## config.mk

```make
export PLATFORM = sky130hd
export DESIGN_NAME = prco_fetch
export DESIGN_NICKNAME = d
export VERILOG_FILES = /design/src/rtl/prco_fetch_pkg.sv /design/src/rtl/prco_fetch.sv
export SDC_FILE = /design/constraint.sdc
export NUM_CORES = 1
export LEC_CHECK = 0
export CAP_MARGIN = 40
export CORE_ASPECT_RATIO = 2
export CORE_MARGIN = 3
export CORE_UTILIZATION = 48
export CTS_CLUSTER_DIAMETER = 50
export DETAILED_ROUTE_END_ITERATION = 8
export PLACE_DENSITY_LB_ADDON = 0.15
export REMOVE_ABC_BUFFERS = 1
export SYNTH_ARGS = -nofsm -noshare
export SYNTH_HDL_FRONTEND = slang
export SYNTH_SLANG_ARGS = --single-unit
export TNS_END_PERCENT = 30
```

## constraint.sdc

```tcl
create_clock -name i_clk -period 7.1 [get_ports i_clk]
set_input_delay 1.065 -clock i_clk [delete_from_list [all_inputs] [get_ports i_clk]]
set_output_delay 1.065 -clock i_clk [all_outputs]
set_load 0.005 [all_outputs]
```

## src/rtl/prco_fetch_pkg.sv

```systemverilog
// prco_fetch_pkg
//   Shared constants for the PRCO fetch / memory-port sequencer: register
//   width, default reset vector and the 3-bit FSM state encodings.
//   Ports: none (package).
package prco_fetch_pkg;

    localparam int unsigned REG_WIDTH = 16;

    localparam logic [15:0] PRCO_RESET_VECTOR = 16'h0000;

    // Fetch/LSU sequencer states.
    localparam logic [2:0] S_FETCH = 3'd0;
    localparam logic [2:0] S_FWAIT = 3'd1;
    localparam logic [2:0] S_EXEC  = 3'd2;
    localparam logic [2:0] S_LSU   = 3'd3;
    localparam logic [2:0] S_LWAIT = 3'd4;
    localparam logic [2:0] S_HALT  = 3'd5;

    typedef logic [REG_WIDTH-1:0] word_t;

endpackage

```

## src/rtl/prco_fetch.sv

```systemverilog
// prco_fetch
//   Program counter, instruction fetch and single-port arbitration in front
//   of prco_lmem. Fetches the word at PC, latches it into the instruction
//   register, then waits in S_EXEC for either a load/store request from the
//   ALU stage or a retire (optionally with branch or halt).
//
// Ports
//   i_clk, i_reset           clock, asynchronous active-high reset
//   q_ce_fetch / q_ce_alu    fetch and load/store strobes to prco_lmem
//   q_mem_we/addr/dina       write enable, address and write data to prco_lmem
//   i_mem_ce_dec/ce_reg      prco_lmem fetch-valid / load-store-valid pulses
//   i_mem_douta              prco_lmem read data
//   q_ir, q_ir_pc, q_ir_valid instruction word, its address, update pulse
//   i_lsu_*                  ALU-stage request (req, we, addr, din)
//   q_lsu_dout, q_lsu_done   load result and completion pulse
//   i_retire, i_branch_*, i_halt  retire / redirect / stop controls
//   q_halted                 high while stopped
module prco_fetch
    import prco_fetch_pkg::*;
#(
    parameter int unsigned           P_PC_WIDTH     = 16,
    parameter logic [P_PC_WIDTH-1:0] P_RESET_VECTOR = P_PC_WIDTH'(PRCO_RESET_VECTOR)
) (
    input  logic                  i_clk,
    input  logic                  i_reset,

    output logic                  q_ce_fetch,
    output logic                  q_ce_alu,
    output logic                  q_mem_we,
    output logic [P_PC_WIDTH-1:0] q_mem_addr,
    output logic [REG_WIDTH-1:0]  q_mem_dina,
    input  logic                  i_mem_ce_dec,
    input  logic                  i_mem_ce_reg,
    input  logic [REG_WIDTH-1:0]  i_mem_douta,

    output logic [REG_WIDTH-1:0]  q_ir,
    output logic [P_PC_WIDTH-1:0] q_ir_pc,
    output logic                  q_ir_valid,

    input  logic                  i_lsu_req,
    input  logic                  i_lsu_we,
    input  logic [P_PC_WIDTH-1:0] i_lsu_addr,
    input  logic [REG_WIDTH-1:0]  i_lsu_din,
    output logic [REG_WIDTH-1:0]  q_lsu_dout,
    output logic                  q_lsu_done,

    input  logic                  i_retire,
    input  logic                  i_branch_en,
    input  logic [P_PC_WIDTH-1:0] i_branch_addr,
    input  logic                  i_halt,
    output logic                  q_halted
);

    logic [2:0]            state_q, state_d;
    logic [P_PC_WIDTH-1:0] pc_q, pc_d;

    word_t                 ir_q, ir_d;
    logic [P_PC_WIDTH-1:0] ir_pc_q, ir_pc_d;
    logic                  ir_valid_q, ir_valid_d;

    logic                  lsu_we_q, lsu_we_d;
    logic [P_PC_WIDTH-1:0] lsu_addr_q, lsu_addr_d;
    word_t                 lsu_din_q, lsu_din_d;
    word_t                 lsu_dout_q, lsu_dout_d;
    logic                  lsu_done_q, lsu_done_d;

    // Last driven address / write data, so the bus holds while idle.
    logic [P_PC_WIDTH-1:0] mem_addr_q, mem_addr_d;
    word_t                 mem_dina_q, mem_dina_d;

    // ------------------------------------------------------------------
    // Next-state logic
    // ------------------------------------------------------------------
    always_comb begin
        state_d    = state_q;
        pc_d       = pc_q;
        ir_d       = ir_q;
        ir_pc_d    = ir_pc_q;
        ir_valid_d = 1'b0;
        lsu_we_d   = lsu_we_q;
        lsu_addr_d = lsu_addr_q;
        lsu_din_d  = lsu_din_q;
        lsu_dout_d = lsu_dout_q;
        lsu_done_d = 1'b0;

        case (state_q)
            S_FETCH: begin
                state_d = S_FWAIT;
            end

            S_FWAIT: begin
                if (i_mem_ce_dec) begin
                    ir_d       = i_mem_douta;
                    ir_pc_d    = pc_q;
                    ir_valid_d = 1'b1;
                    pc_d       = pc_q + P_PC_WIDTH'(1);  // wraps naturally at all-ones
                    state_d    = S_EXEC;
                end
            end

            S_EXEC: begin
                // A memory request wins over a same-cycle retire; the retire is dropped.
                if (i_lsu_req) begin
                    lsu_we_d   = i_lsu_we;
                    lsu_addr_d = i_lsu_addr;
                    lsu_din_d  = i_lsu_din;
                    state_d    = S_LSU;
                end else if (i_retire) begin
                    if (i_halt) begin
                        state_d = S_HALT;
                    end else begin
                        if (i_branch_en) begin
                            pc_d = i_branch_addr;
                        end
                        state_d = S_FETCH;
                    end
                end
            end

            S_LSU: begin
                state_d = S_LWAIT;
            end

            S_LWAIT: begin
                // Stores complete the same way; dout then carries the pre-write content.
                if (i_mem_ce_reg) begin
                    lsu_dout_d = i_mem_douta;
                    lsu_done_d = 1'b1;
                    state_d    = S_EXEC;
                end
            end

            S_HALT: begin
                state_d = S_HALT;
            end

            default: begin
                // Unused encodings park safely until the next reset.
                state_d = S_HALT;
            end
        endcase
    end

    // ------------------------------------------------------------------
    // Memory port
    // ------------------------------------------------------------------
    always_comb begin
        mem_addr_d = mem_addr_q;
        mem_dina_d = mem_dina_q;
        if (state_q == S_FETCH) begin
            mem_addr_d = pc_q;
        end else if (state_q == S_LSU) begin
            mem_addr_d = lsu_addr_q;
            mem_dina_d = lsu_din_q;
        end
    end

    // The state register resets to S_FETCH, so the fetch strobe and the PC
    // on the address bus are masked while reset is held to present zeros.
    always_comb begin
        q_ce_fetch = (state_q == S_FETCH) && !i_reset;
        q_ce_alu   = (state_q == S_LSU);
        q_mem_we   = (state_q == S_LSU) && lsu_we_q;
        q_mem_addr = i_reset ? '0 : mem_addr_d;
        q_mem_dina = mem_dina_d;
    end

    // ------------------------------------------------------------------
    // State
    // ------------------------------------------------------------------
    always_ff @(posedge i_clk or posedge i_reset) begin
        if (i_reset) begin
            state_q    <= S_FETCH;
            pc_q       <= P_RESET_VECTOR;
            ir_q       <= '0;
            ir_pc_q    <= '0;
            ir_valid_q <= 1'b0;
            lsu_we_q   <= 1'b0;
            lsu_addr_q <= '0;
            lsu_din_q  <= '0;
            lsu_dout_q <= '0;
            lsu_done_q <= 1'b0;
            mem_addr_q <= '0;
            mem_dina_q <= '0;
        end else begin
            state_q    <= state_d;
            pc_q       <= pc_d;
            ir_q       <= ir_d;
            ir_pc_q    <= ir_pc_d;
            ir_valid_q <= ir_valid_d;
            lsu_we_q   <= lsu_we_d;
            lsu_addr_q <= lsu_addr_d;
            lsu_din_q  <= lsu_din_d;
            lsu_dout_q <= lsu_dout_d;
            lsu_done_q <= lsu_done_d;
            mem_addr_q <= mem_addr_d;
            mem_dina_q <= mem_dina_d;
        end
    end

    assign q_ir       = ir_q;
    assign q_ir_pc    = ir_pc_q;
    assign q_ir_valid = ir_valid_q;
    assign q_lsu_dout = lsu_dout_q;
    assign q_lsu_done = lsu_done_q;
    assign q_halted   = (state_q == S_HALT);

endmodule

```

# Yosys cells after proc, flatten, opt, wreduce, memory -nomap -nowiden
# Cells that the tools add are included.
# word_totals
wordCells	56
output_inout_bits	86
in_bits	73
regBits	134
# classes
mux	21
n_reduce_logical	10
n_eq_ne	12
add_sub_neg	1
# ops
cell	n
$mux 16	10
$pmux 16 s2	1
$add 16x1->16 const B	1
$mux 3	5
$pmux 3 s5	1
$ne 2x2->1 const B	6
$eq 3x2->1 const B	2
$eq 3x3->1 const B	2
$reduce_and 2->1	3
$reduce_and 6->1	1
$mux 1	4
$eq 3x1->1 const B	1
$logic_not 3->1	1
$ne 3x3->1 const B	1
$reduce_and 3->1	1
$logic_and 1x1->1	2
$reduce_bool 2->1	1
$logic_not 1->1	1

# Depth between registers and ports, before layout
# Gate-level depths: netlist (run 1).
# logic_depth
word_depth	5
ltp_mapped	8
mapped_depth_nobuf	5

# Worst setup path before layout (run 1)
# No wires, ideal clock.
# synth_timing
kind	in2out
from	input port i_reset
to	output port q_mem_addr[10]
path_slack_ns	0.377
required_time_ns	6.035
arrival_ns	5.658
n_path_buf	1
path_stages	3
cell_sequence	inv_1 > clkbuf_1 > and2_1
# synth_between
elab_chain_cells	1
# synth_rtl
element	line_no	source
start, declared	prco_fetch.sv:25	input logic i_reset,
$mux 16	prco_fetch.sv:164	q_mem_addr = i_reset ? '0 : mem_addr_d;
end, declared	prco_fetch.sv:30	output logic [P_PC_WIDTH-1:0] q_mem_addr,
# Every way passes these cells.

# Final worst setup path (run 1)
# layout_timing
from	register state_q[1]
to	output port q_mem_dina[5]
# layout_between
elab_chain_cells	3
word_cells_on_any_way	4
cone_classes	eq/ne (1); mux (2); reduce/logical (1)
# layout_rtl
element	line_no	source
start, declared	prco_fetch.sv:54	logic [2:0] state_q, state_d;
start signal, assigned	prco_fetch.sv:186	state_q <= state_d;
$eq 3x2->1	prco_fetch.sv:152	end else if (state_q == S_LSU) begin
$mux 16	prco_fetch.sv:152	
$mux 16 (*)	prco_fetch.sv:150	if (state_q == S_FETCH) begin
end, declared	prco_fetch.sv:31	output logic [REG_WIDTH-1:0] q_mem_dina,
# Mark *: on every way between the ends. The rest lies on a longest branch, timed or not.

==> results of run 1 <==
## metrics by stage
| step | setup slack (ns) | util | instances |
|---|---|---|---|
| after floorplan | 1.671 | - | 451 |
| after global placement | 3.136 | 0.6281 | 758 |
| after detailed placement | 3.095 | 0.6332 | 762 |
| after CTS | 2.849 | 0.6857 | 793 |
| after global routing | 2.691 | 0.6857 | 793 |
| final | 2.907 | 0.6857 | 793 |
## Yosys cell counts, types with 2 or more instances
cell type	number
buf_2	16
buf_4	7
a31oi_1	3
o22a_1	2
and3_1	5
o2111ai_1	2
mux2i_1	16
buf_6	6
clkbuf_1	4
dfrtp_1	134
o21ai_0	9
nand3_1	4
inv_1	2
mux2_2	80
nand2_1	65
o21ai_1	2
nand2b_1	3
a21oi_1	33
a2bb2oi_2	2
a211oi_1	2
o22ai_1	5
nor2_1	26
and2_1	18
a2bb2oi_1	2
a21oi_2	2
nand4_1	8
nor4_1	3
## kinds of logic (layout without fill, tap and decap cells)
kind of cell	count (synthesis)	in the layout	share of synthesized area
and+or+nand+nor	144	144	0.1203
DFF	134	134	0.5739
muxes	96	96	0.1816
AOI/OAI and AO/OA	73	73	0.08266
buffers and inverters	37	200	0.03940
adders and majority gates	1	1	0.002141
## layout make-up
type	instances	share of cell area
clock buffer	19	0.05455
multi-input combinational	314	0.2802
clock inverter	12	0.02188
sequential	134	0.4130
tap	145	0.02235
timing repair buffer	166	0.2060
inverter	3	0.002003
## state kept, by name, summed over array words and instances, names as in the netlist
signal      count
lsu_addr_q     16
lsu_din_q      16
mem_addr_q     16
mem_dina_q     16
pc_q           16
q_ir           16
q_ir_pc        16
q_lsu_dout     16
state_q         3
lsu_we_q        1
q_ir_valid      1
q_lsu_done      1
## cell usage in the layout (no fill, tap or decap), drive strengths merged, types with 3 or more instances in the layout
master	Yosys	layout
clkdlybuf4s50	0	158
dfrtp	134	134
mux2	80	80
nand2	65	65
a21oi	35	35
nor2	26	26
clkbuf	4	19
and2	18	18
mux2i	16	16
o21ai	11	11
nand4	8	8
buf	30	8
clkinv	1	7
and3	5	5
o22ai	5	5
nand3	4	4
bufinv	0	4
a2bb2oi	4	4
a31oi	3	3
nor4	3	3
nand2b	3	3
inv	2	3
## layer usage
metal	vias up	wire length, µm	GRT usage
met5	-	0	0
li1	2006	-	-
met2	159	7390	0.3771
met1	2084	5035	0.2215
met4	0	244	0.07467
met3	23	896	0.06345
## worst paths after layout
| check | from | end | slack, ns | depth (start not counted) |
|---|---|---|---|---|
| worst max register to register | state_q[1] | lsu_addr_q[12] | 4.54 | 4 |
| max in group asynchronous | i_reset | pc_q[2] | 4.68 | 3 |
| worst min-delay path | mem_dina_q[0] | mem_dina_q[0] | 0.47 | 2 |
| min in group asynchronous | i_reset | lsu_din_q[5] | 1.21 | 2 |
| worst max-delay path | state_q[1] | q_mem_dina[5] | 2.91 | 6 |
| worst min register to register | mem_dina_q[0] | mem_dina_q[0] | 0.47 | 2 |
## critical path, delay by kind of cell (launching register included)
kind          cells  cell delay, ns
buf+inv           3            1.32
flops             1            0.50
simple gates      3            0.88
## report_power, final
part	switching, mW	total, mW	internal (mW)
logic	0.527	1.36	0.830
registers	0.234	1.36	1.12
clock network	0.312	0.907	0.595
total	1.07	3.62	2.55
==> impl_metrics.env, run 1 <==
export IMPL_cts_tree="built"
export IMPL_synthArstFlopShare=1.000
export IMPL_final_antenna_net_count=0
export IMPL_multi_input_area_mm2=0.002275
export IMPL_drcViolationCount=0
export IMPL_path_class="reg -> out"
export IMPL_syn_inst=485
export IMPL_avgSynthCellArea_um2=12.05
export IMPL_area_sequential_mm2=0.003353
export IMPL_peakVddDrop_uv=307.3
export IMPL_worstPathRequired_ns=6.03
export IMPL_io_buffers=158
export IMPL_initial_core_util=0.4934
export IMPL_cts_root_buf="clkbuf_16"
export IMPL_core_area_mm2=0.01184
export IMPL_setup_viol=0
export IMPL_synth_top_area_cell="dfrtp_1"
export IMPL_synth_top_cell_area_share=0.5739
export IMPL_rows=56
export IMPL_p_per_area_mw_per_mm2=446.1
export IMPL_finalPower_mw=3.622
export IMPL_fin_nets=710
export IMPL_rsz0062_at_grt="no"
export IMPL_boundaryPins=159
export IMPL_final_cell_area_mm2=0.008119
export IMPL_viasPerCell=5.387
export IMPL_tightest_slew_ns=0.9308
export IMPL_max_freq_ghz=0.2385
export IMPL_path_cells="nand3b_1 > buf_4 > clkinv_1 > nand2_1 > nand2_1 > clkdlybuf4s50_1"
export IMPL_synth_top_flop_cell="dfrtp_1"
export IMPL_endpoint_kind="output pin"
export IMPL_first_pass_iters=5
export IMPL_syn_area_mm2=0.005843
export IMPL_cp_slowest_cell="nand3b_1"
export IMPL_syn2layout_area_growth_pct=38.95
export IMPL_fill_cells=896
export IMPL_grt_first_pass_wirelength_mm=22.34
export IMPL_hold_buffers=0
export IMPL_cap_violations=0
export IMPL_num_vias=4272
export IMPL_dp_hpwl_mm=9.847
export IMPL_grt_max_degree=95
export IMPL_routedWlPerCell_um=17.11
export IMPL_post_cts_buffers=0
export IMPL_cp_max_fo=17
export IMPL_slew_headroom=0.3767
export IMPL_leakage_nw=3.572
export IMPL_cpMostUsedCell="nand2_1"
export IMPL_grtUsageTotal=0.2063
export IMPL_htreeDepth=4
export IMPL_period_needed_ns=4.193
export IMPL_place_congestion=0.7346
export IMPL_clkTransAtPathRegs_ns=0.06
export IMPL_drtIter0Drc=233
export IMPL_hold_viol=0
export IMPL_antenna_found_initial=0
export IMPL_grt_overflow_total=0
export IMPL_fin_hold_ws_ns=0.4744
export IMPL_timing_setup_tns_ns=0
export IMPL_synth_seq_cells=134
export IMPL_hp_class="reg -> reg"
export IMPL_drive_gt1_frac=0.1991
export IMPL_yosys_top_cells_area="dfrtp_1 (57%), mux2_2 (15%), nand2_1 (4.2%)"
export IMPL_ys_seq_area_frac=0.5739
export IMPL_synthDistinctLibCells=51
export IMPL_start_kind="flop"
export IMPL_worst_clock_skew_ns=0.008604
export IMPL_clock_latency_ns=0.41
export IMPL_ys_warn_count=0
export IMPL_die_area_mm2=0.01361
export IMPL_die_x_um=84.02
export IMPL_num_antenna_cells=0
export IMPL_totalWireLength_mm=13.57
export IMPL_min_period_over_period=0.5905
export IMPL_postCtsResizedCells=0
export IMPL_critPathMaxStageDelay_ns=0.56
export IMPL_arrival_ns=3.13
export IMPL_grt_pass1_vias=4575
export IMPL_die_h_um=162.0
export IMPL_cts_made_buffers=17
export IMPL_dpl_cell_area_mm2=0.007498
export IMPL_slew_violations=0
export IMPL_cts_sinks=134
export IMPL_cts_path_max_buffers=2
export IMPL_status="completed"
export IMPL_synth_edf_count=0
Power figures use the tool's default switching activity.
==> run 2, diff against run 1 <==
Settings changed: CORE_UTILIZATION 48 to 44.
Clock period 7.1 ns to 3.65 ns, I/O delays scaled along.
==> impl_metrics.env, run 2 (synthesis gave the netlist of run 1 again) <==
export IMPL_setup_viol=0
export IMPL_core_area_mm2=0.01299
export IMPL_grt_overflow_total=0
export IMPL_min_period_over_period=0.8577
export IMPL_worst_path_buf_inv=2
export IMPL_path_class="reg -> out"
export IMPL_timing_setup_tns_ns=0
export IMPL_grt_max_degree=72
export IMPL_clkTransAtPathRegs_ns=0.06
export IMPL_htreeDepth=4
export IMPL_leakage_nw=3.600
export IMPL_dp_hpwl_mm=10.64
export IMPL_die_x_um=87.49
export IMPL_grt_pass1_vias=4654
export IMPL_hold_buffers=0
export IMPL_final_cell_mix="clkdlybuf4s50_1 (158), dfrtp_1 (134), mux2_2 (80)"
export IMPL_totalWireLength_mm=14.66
export IMPL_cap_violations=0
export IMPL_rows=59
export IMPL_routedWlPerCell_um=18.19
export IMPL_viasPerCell=5.316
export IMPL_boundaryPins=159
export IMPL_slew_violations=0
export IMPL_fin_nets=716
export IMPL_die_area_mm2=0.01478
export IMPL_die_h_um=169.0
export IMPL_grt_first_pass_wirelength_mm=23.60
export IMPL_worstPathRequired_ns=3.10
export IMPL_peakVddDrop_uv=549.4
export IMPL_final_antenna_net_count=0
export IMPL_status="completed"
export IMPL_cts_path_max_buffers=2
export IMPL_syn2layout_area_growth_pct=39.94
export IMPL_clock_latency_ns=0.40
export IMPL_endpoint_kind="output pin"
export IMPL_hold_viol=0
export IMPL_cts_made_buffers=17
export IMPL_postCtsResizedCells=0
export IMPL_initial_core_util=0.4497
export IMPL_num_vias=4285
export IMPL_path_cells="or3_1 > buf_16 > a21oi_1 > and2_1 > clkdlybuf4s50_1"
export IMPL_hp_class="reg -> reg"
export IMPL_final_common_cell="clkdlybuf4s50_1"
export IMPL_worst_clock_skew_ns=0.006883
export IMPL_cp_top_family="buffers and inverters"
export IMPL_cp_max_fo=25
export IMPL_p_per_area_mw_per_mm2=873.6
export IMPL_post_cts_buffers=0
export IMPL_arrival_ns=2.58
export IMPL_antenna_found_initial=0
export IMPL_num_antenna_cells=0
export IMPL_grtUsageTotal=0.2058
export IMPL_cts_sinks=134
export IMPL_slew_headroom=0.6074
export IMPL_start_kind="flop"
export IMPL_drcViolationCount=0
export IMPL_critPathMaxStageDelay_ns=0.58
export IMPL_io_buffers=158
export IMPL_first_pass_iters=4
export IMPL_cts_root_buf="clkbuf_16"
export IMPL_period_needed_ns=3.130
export IMPL_finalPower_mw=7.143
export IMPL_place_congestion=0.7904
export IMPL_drtIter0Drc=173
export IMPL_cp_slowest_cell="or3_1"
export IMPL_drive_gt1_frac=0.2080
export IMPL_rsz0062_at_grt="no"
export IMPL_cts_tree="built"
export IMPL_max_freq_ghz=0.3194
export IMPL_tightest_slew_ns=0.5890
export IMPL_r2r_slack_ns=1.48
[run 2: per-stage QoR]
stage	area (µm²)	setup slack, ns	cells	utilization	hold WS [ns]
2_1_floorplan	5624	-0.7442	451	-	0.4617
3_3_place_gp	7513	0.7354	774	0.5783	0.4523
3_5_place_dp	7541	0.8095	775	0.5804	0.4594
4_1_cts	8177	0.5205	806	0.6293	0.4731
5_1_grt	8177	0.3759	806	0.6293	0.4889
6_report	8177	0.5196	806	0.6293	0.4674
[run 2: cell type report]
type                            instances  area [µm²]
Fill cell                            1062        4816
Tap cell                              152       190.2
Sequential cell                       134        3353
Inverter                                3       16.27
Clock inverter                         13       196.4
Timing Repair Buffer                  172        1707
Multi-Input combinational cell        314        2275
Clock buffer                           18       439.2
[run 2: per-layer routing]
| layer | track usage | vias to the layer above | share of wire |
|---|---|---|---|
| met5 | 0 | - | 0 |
| met4 | 0.06212 | 0 | 0.010 |
| met3 | 0.06283 | 11 | 0.068 |
| met2 | 0.3804 | 136 | 0.55 |
| met1 | 0.2166 | 2120 | 0.37 |
| li1 | - | 2018 | - |
[run 2: worst reg2reg max path, cell delays in order, from the launching register on]
cell and delay, ns:
dfrtp_1 0.57, or3b_1 0.46, buf_4 0.27, o21bai_4 0.43
o2111ai_1 0.17, o221a_2 0.15
[run 2: final timing paths]
kind / depth (start not counted) / startpoint / end
worst max register to register: 5 / state_q[1] / pc_q[15]
min in group asynchronous: 2 / i_reset / mem_addr_q[14]
worst min register to register: 2 / mem_dina_q[15] / mem_dina_q[15]
worst min-delay path: 2 / mem_dina_q[15] / mem_dina_q[15]
max in group asynchronous: 3 / i_reset / q_ir[3]
worst max-delay path: 5 / state_q[1] / q_mem_addr[6]
[run 2: power by group]
group | total [mW] | internal [mW] | switching, mW | leakage [nW]
Clock | 1.83 | 1.17 | 0.657 | 0.304
Sequential | 2.65 | 2.18 | 0.466 | 1.63
Combinational | 2.67 | 1.63 | 1.04 | 1.67
